<file path="src/rtl/ifid_queue.sv">
// IF/ID decoupling queue: a circular buffer of {inst, pc} entries between fetch and decode,
// with a flush that empties it and an optional window that discards in-flight fetch beats.
module ifid_queue #(
   parameter int INST_W      = 32,
   parameter int ADDR_W      = 32,
   parameter int DEPTH       = 4,
   parameter int DROP_CYCLES = 1
) (
   input  logic                       clk,
   input  logic                       rst,
   input  logic                       in_valid,
   output logic                       in_ready,
   input  logic [INST_W-1:0]          in_inst,
   input  logic [ADDR_W-1:0]          in_pc,
   output logic                       out_valid,
   input  logic                       out_ready,
   output logic [INST_W-1:0]          out_inst,
   output logic [ADDR_W-1:0]          out_pc,
   input  logic                       flush,
   output logic [$clog2(DEPTH+1)-1:0] count
);

   localparam int IDX_W  = $clog2(DEPTH);
   localparam int PTR_W  = IDX_W + 1;
   localparam int CNT_W  = $clog2(DEPTH + 1);
   localparam int DROP_W = (DROP_CYCLES > 0) ? $clog2(DROP_CYCLES + 1) : 1;
   localparam logic [DROP_W-1:0] DROP_LOAD = DROP_W'(DROP_CYCLES);

   // Handshakes: a beat transfers on an edge where valid and ready are both high.
   // in_ready depends only on registered state, never on in_valid; out_valid never
   // depends on out_ready, so neither side can form a combinational loop.

   logic [PTR_W-1:0]  wr_ptr_q, wr_ptr_d;
   logic [PTR_W-1:0]  rd_ptr_q, rd_ptr_d;
   logic [DROP_W-1:0] drop_cnt_q, drop_cnt_d;

   logic [INST_W-1:0] inst_mem_q [DEPTH];
   logic [ADDR_W-1:0] pc_mem_q   [DEPTH];

   logic             empty;
   logic             full;
   logic             dropping;
   logic             push;
   logic             pop;
   logic [PTR_W-1:0] occupancy;
   logic [IDX_W-1:0] wr_idx;
   logic [IDX_W-1:0] rd_idx;

   assign wr_idx    = wr_ptr_q[IDX_W-1:0];
   assign rd_idx    = rd_ptr_q[IDX_W-1:0];
   assign empty     = (wr_ptr_q == rd_ptr_q);
   assign full      = (wr_ptr_q[IDX_W] != rd_ptr_q[IDX_W]) && (wr_idx == rd_idx);
   assign dropping  = (drop_cnt_q != '0);
   assign occupancy = wr_ptr_q - rd_ptr_q;
   assign count     = CNT_W'(occupancy);

   assign in_ready  = !full || dropping;
   assign out_valid = !empty;
   assign out_inst  = empty ? '0 : inst_mem_q[rd_idx];
   assign out_pc    = empty ? '0 : pc_mem_q[rd_idx];

   // Beats accepted during the drop window are swallowed: they belong to the redirected path.
   assign push = in_valid && in_ready && !flush && !dropping;
   assign pop  = out_valid && out_ready && !flush;

   always_comb begin
      wr_ptr_d   = wr_ptr_q;
      rd_ptr_d   = rd_ptr_q;
      drop_cnt_d = drop_cnt_q;
      if (flush) begin
         wr_ptr_d   = '0;
         rd_ptr_d   = '0;
         drop_cnt_d = DROP_LOAD;
      end else begin
         if (push) begin
            wr_ptr_d = wr_ptr_q + PTR_W'(1);
         end
         if (pop) begin
            rd_ptr_d = rd_ptr_q + PTR_W'(1);
         end
         if (dropping) begin
            drop_cnt_d = drop_cnt_q - DROP_W'(1);
         end
      end
   end

   always_ff @(posedge clk or posedge rst) begin
      if (rst) begin
         wr_ptr_q   <= '0;
         rd_ptr_q   <= '0;
         drop_cnt_q <= '0;
      end else begin
         wr_ptr_q   <= wr_ptr_d;
         rd_ptr_q   <= rd_ptr_d;
         drop_cnt_q <= drop_cnt_d;
      end
   end

   // Storage is never reset; its contents are only visible through the empty gate above.
   always_ff @(posedge clk) begin
      if (push) begin
         inst_mem_q[wr_idx] <= in_inst;
         pc_mem_q[wr_idx]   <= in_pc;
      end
   end

endmodule
</file>
<file path="config.mk">
export PLATFORM = sky130hd
export DESIGN_NAME = ifid_queue
export DESIGN_NICKNAME = d
export VERILOG_FILES = /design/src/rtl/ifid_queue.sv
export SDC_FILE = /design/constraint.sdc
export NUM_CORES = 1
export LEC_CHECK = 0
export ABC_AREA = 1
export CAP_MARGIN = 15
export CORE_MARGIN = 1
export CORE_UTILIZATION = 55
export DETAILED_ROUTE_END_ITERATION = 7
export GPL_ROUTABILITY_DRIVEN = 1
export PLACE_DENSITY_LB_ADDON = 0.15
export SETUP_SLACK_MARGIN = 0.3
export SYNTH_ARGS = -nofsm -noshare
export SYNTH_HDL_FRONTEND = slang
export SYNTH_SLANG_ARGS = --single-unit
</file>
<file path="constraint.sdc">
create_clock -name clk -period 5 [get_ports clk]
set_input_delay 0.75 -clock clk [delete_from_list [all_inputs] [get_ports clk]]
set_output_delay 0.75 -clock clk [all_outputs]
set_load 0.1 [all_outputs]
</file>
# Word-level counts from Yosys, hierarchy flattened

Memory sizes are Yosys's and may differ from the RTL's.
Index checks and enable logic that the tools add are counted.

Bits in registers: 7
RAM bits: 256
Output and inout port bits: 69
Memories: 2

Memories:

| name       | words | bits a word | read ports | clocked after memory_dff | write ports | RTL line | text |
|---|---|---|---|---|---|---|---|
| inst_mem_q | 4     | 32          | 1          | 0                        | 1           | 37       | `logic [INST_W-1:0] inst_mem_q [DEPTH];` |
| pc_mem_q   | 4     | 32          | 1          | 0                        | 1           | 38       | `logic [ADDR_W-1:0] pc_mem_q [DEPTH];` |

$add $sub $neg: 4
Equal/unequal tests: 3
Multiplexer cells: 10
Reductions and logical operators: 13

Operators by type and width:

| kind                                                           | count |
|---|---|
| 32-bit two-way mux                                             | 2 |
| 3-bit two-way mux                                              | 4 |
| 3-bit by 1-bit adder with 3-bit output (second input constant) | 2 |
| 1-bit logical AND                                              | 6 |
| 1-bit logical NOT                                              | 4 |
| 1-bit two-way mux                                              | 4 |
| 2-bit nonzero test                                             | 2 |
| 3-bit equality test                                            | 1 |
| 3-bit subtractor                                               | 1 |
| 2-bit equality test                                            | 1 |
| 1-bit logical OR                                               | 1 |
| 1-bit inequality test                                          | 1 |
| 1-bit subtractor (second input constant)                       | 1 |

# Longest topological paths before layout

Depth in word-level cells: 9
Depth in mapped cells: 9
Depth with buffers taken out: 8

# Worst setup path before layout

No wires, ideal clock.

Path kind: register to register
From: register rd_ptr_q[1]
To: memory inst_mem_q[0][0] (enable)
Library setup time: 0.487 ns
Arrival time: 4.105 ns
Data required time: 4.513 ns
Setup slack: 0.408 ns
Cell stages (with the launch flop): 9
Buffers on the path: 1
Path through: dfrtp_1 > inv_1 > clkbuf_1 > ha_1 > nand2_1 > inv_1 > nand3_1 > nand2_1 > nor2_1

Cells in the longest elaborated chain, start to end: 9

Ends and longest elaborated chain:

| element                                 | RTL line | text |
|---|---|---|
| start, declared                         | 34       | `logic [PTR_W-1:0] rd_ptr_q, rd_ptr_d;` |
| start signal, assigned                  | 94       | `rd_ptr_q <= rd_ptr_d;` |
| 2-bit equality test                     | 52       | `assign full = (wr_ptr_q[IDX_W] != rd_ptr_q[IDX_W]) && (wr_idx == rd_idx);` |
| 1-bit logical AND                       | 52       |  |
| 1-bit logical NOT                       | 57       | `assign in_ready = !full \|\| dropping;` |
| 1-bit logical OR                        | 57       |  |
| 1-bit logical AND (3 in series)         | 63       | `assign push = in_valid && in_ready && !flush && !dropping;` |
| 1-bit two-way mux                       | 101      | `if (push) begin` |
| 1-bit two-way mux (implied by the code) | 102      | `inst_mem_q[wr_idx] <= in_inst;` |
| end, declared                           | 37       |  |

Every way passes these cells.

# Worst setup path in the final report

From: register rd_ptr_q[0]
To: output out_inst[0]

Cells in the longest elaborated chain, start to end: 2

Ends and longest elaborated chain:

| element                                                  | RTL line | text |
|---|---|---|
| memory 4 x 32 bit or 3-bit equality test (tied branches) | n/a      |  |
| 32-bit two-way mux (*)                                   | 59       | `assign out_inst = empty ? '0 : inst_mem_q[rd_idx];` |
| end, declared                                            | 17       | `output logic [INST_W-1:0] out_inst,` |

Every way passes the cells marked *; elsewhere a longest branch is shown, timed or not.

==> impl_metrics.json <==
{
  "outcome": "finished clean",
  "fmax_mhz": 251,
  "yosysWarnings": 0,
  "setup_tns_ps": 0,
  "worst_r2r_path_depth": 7,
  "syn_area_per_cell_sq_um": 12.6,
  "fin_skew_ps": 7.76,
  "drt_wl_total_microns": 21000,
  "antenna_left": 0,
  "cts.clk_slew.worst_paths_ps": 60,
  "min_period_ps": 3980,
  "dr.first_iter.drc_count": 366,
  "drt-pass1-iter-count": 5,
  "cp.arrival_ps": 3230,
  "synth_top_area_frac": 0.736,
  "grt_pass1_wl_microns": 33600,
  "rsz0062_at_grt": "no",
  "nets": 1035,
  "syn_nets": 903,
  "area_delta_synth_final_pct": 20.6,
  "vias": 6562,
  "fillers": 1344,
  "path_class": "register to primary output",
  "synth_seq_cells": 263,
  "post_cts_resized": 0,
  "place_hpwl_microns": 11300,
  "crit_path_end": "out_inst[0]",
  "cts_buffer_depth": 3,
  "path_buf_inv": 3,
  "timing.rr.start": "rd_ptr_q[0]",
  "critPathLaunchType": "register",
  "cp_common_cell": "buf_4",
  "p_leak_nw": 4.49,
  "cts_buffers": 26,
  "fp.dieW_microns": 140,
  "die_area_sq_um": 19600,
  "n_antenna_cell": 0,
  "yosysUniqueCellTypes": 23,
  "peakVddDrop_uv": 397,
  "yosysTopAreaCell": "edfxtp_1",
  "synthCells": 826,
  "ys_async_sr_fraction": 0.0266,
  "startpoint": "rd_ptr_q[0]",
  "clock_sinks": 263,
  "synth_area_sq_um": 10400,
  "setup_viol": 0,
  "grtUsageTotal": 0.223,
  "rrSetupSlack_ps": 2130,
  "hp-class": "input port to async pin",
  "critical-path-top-delay-family": "buffers and inverters",
  "timing.rr.end": "inst_mem_q[1][20]",
  "antenna_found_initial": 1,
  "num_rows": 50,
  "fin_crit_sh": 0.796,
  "holdBufCountCts": 0,
  "gp_congestion": 0.732,
  "place_area_sq_um": 11800,
  "synth_common_cells": "nor2_1 (264), edfxtp_1 (256), o21ai_0 (122), a21oi_1 (64), nand2_1 (16)",
  "worstPathCellList": "buf_4 > buf_4 > nor2_1 > nor2_1 > o21ai_0 > a21oi_1 > buf_4",
  "drive_above_1_share": 0.130,
  "cts_setup_buffers": 0,
  "viasPerCell": 5.42,
  "insertion_delay_ps": 520,
  "synth_most_common_cell": "nor2_1",
  "cts_max_level": 1,
  "routedWlPerCell_microns": 17.4,
  "worst_slew_pin_slew_ps": 972,
  "grt_pass1_vias": 6420,
  "drc": 0,
  "path_max_fanout": 66,
  "end_kind": "primary output",
  "relSlewSlack": 0.350,
  "cp.depth": 7,
  "power_density_nw_per_um2": 460,
  "port_buffers": 137,
  "max_cap_viol_count": 0,
  "grt_overflow": 0,
  "crit_slowest_cell": "buf_4",
  "start_util": 0.560,
  "synth_area_leaders": "edfxtp_1 (74%), nor2_1 (9.5%), o21ai_0 (5.8%), a21oi_1 (3.1%), dfrtp_1 (1.7%)",
  "synth_edf_count": 256,
  "synth_ff_type": "edfxtp_1",
  "clockRootBuffer": "clkbuf_16",
  "finalHoldViolCount": 0,
  "cts_tree": "yes",
  "coreArea_sq_um": 18600,
  "grt_max_degree": 67,
  "finalInstanceArea_sq_um": 12600,
  "cpPeakStageDelay_ps": 660,
  "maxSlewViolCount": 0,
  "cp_data_required_time_ps": 4250,
  "ioPinCount": 138,
  "ys_seq_area_frac": 0.753,
  "die_h_microns": 140
}
## sequential cells by signal, summed over array words and instances (netlist names)
signal and cells:
rd_ptr_q 3, inst_mem_q 128, pc_mem_q 128, drop_cnt_q 1, wr_ptr_q 3
## through the flow
step           utilization  instances  hold slack, ps  total power, W  worst slack [ps]
6_report             0.676       1211             469         0.00580              1020
5_1_grt              0.676       1211             493         0.00600               783
4_1_cts              0.676       1211             466         0.00584              1030
3_5_place_dp         0.634       1164             567         0.00406              1560
3_3_place_gp         0.634       1164             567         0.00404              1570
2_1_floorplan            -        826             524         0.00372               408
## cell families after synthesis
| logic type | share of synthesized area |
|---|---|
| fa+ha+maj | 0.0103 |
| simple gates | 0.110 |
| buf+inv | 0.0347 |
| flops | 0.753 |
| xor+xnor | 0.000838 |
| compound gates | 0.0920 |
## final cells by class
class	instances	area, sq um	area share
sequential	263	7870	0.624
multi-input combinational	497	2250	0.179
timing repair buffer	152	1330	0.106
clock buffer	32	694	0.0551
tap	234	293	0.0232
clock inverter	15	95.1	0.00755
inverter	18	68.8	0.00546
## worst min path at each step
stage | end | slack (ps) | cells past startpoint
detailed placement | wr_ptr_q[0] | 570 | 2
floorplan | wr_ptr_q[0] | 520 | 2
CTS | drop_cnt_q | 470 | 2
finish | wr_ptr_q[1] | 470 | 2
global placement | wr_ptr_q[0] | 570 | 2
global route | wr_ptr_q[1] | 490 | 2
## layout by cell type, fill, tap and decap left out
cell	netlist	layout
nor2_1	264	260
edfxtp_1	256	256
o21ai_0	122	122
buf_4	13	80
clkdlybuf4s50_1	0	71
a21oi_1	64	64
clkbuf_16	0	27
nand2_1	16	16
inv_1	15	14
nand3_1	9	9
clkinv_1	1	8
clkinv_2	0	7
ha_1	7	7
o21ai_1	6	6
clkbuf_1	12	5
dfrtp_1	7	5
nand4_1	4	4
nor2_4	0	4
inv_2	2	2
nor3b_1	1	1
nand3_2	1	1
or2_2	1	1
xor2_1	1	1
fa_1	1	1
bufinv_16	0	1
clkinv_4	0	1
buf_12	0	1
dfrtp_4	0	1
dfrtp_2	0	1
## routing by layer
metal	GRT usage	routed length [microns]	up-vias
met5	0	11	-
met4	0.0694	463	2
met3	0.0375	1250	39
met2	0.391	10600	182
met1	0.283	8690	3155
li1	-	-	3184
## power by group
| part | internal, W | leakage (nW) | switching, W | total (W) |
|---|---|---|---|---|
| clock network | 0.00103 | 0.391 | 0.000767 | 0.00180 |
| logic | 0.000301 | 1.69 | 0.00124 | 0.00154 |
| registers | 0.00245 | 2.40 | 0.0000159 | 0.00247 |
Note: power is estimated with default switching activity, not from simulation.
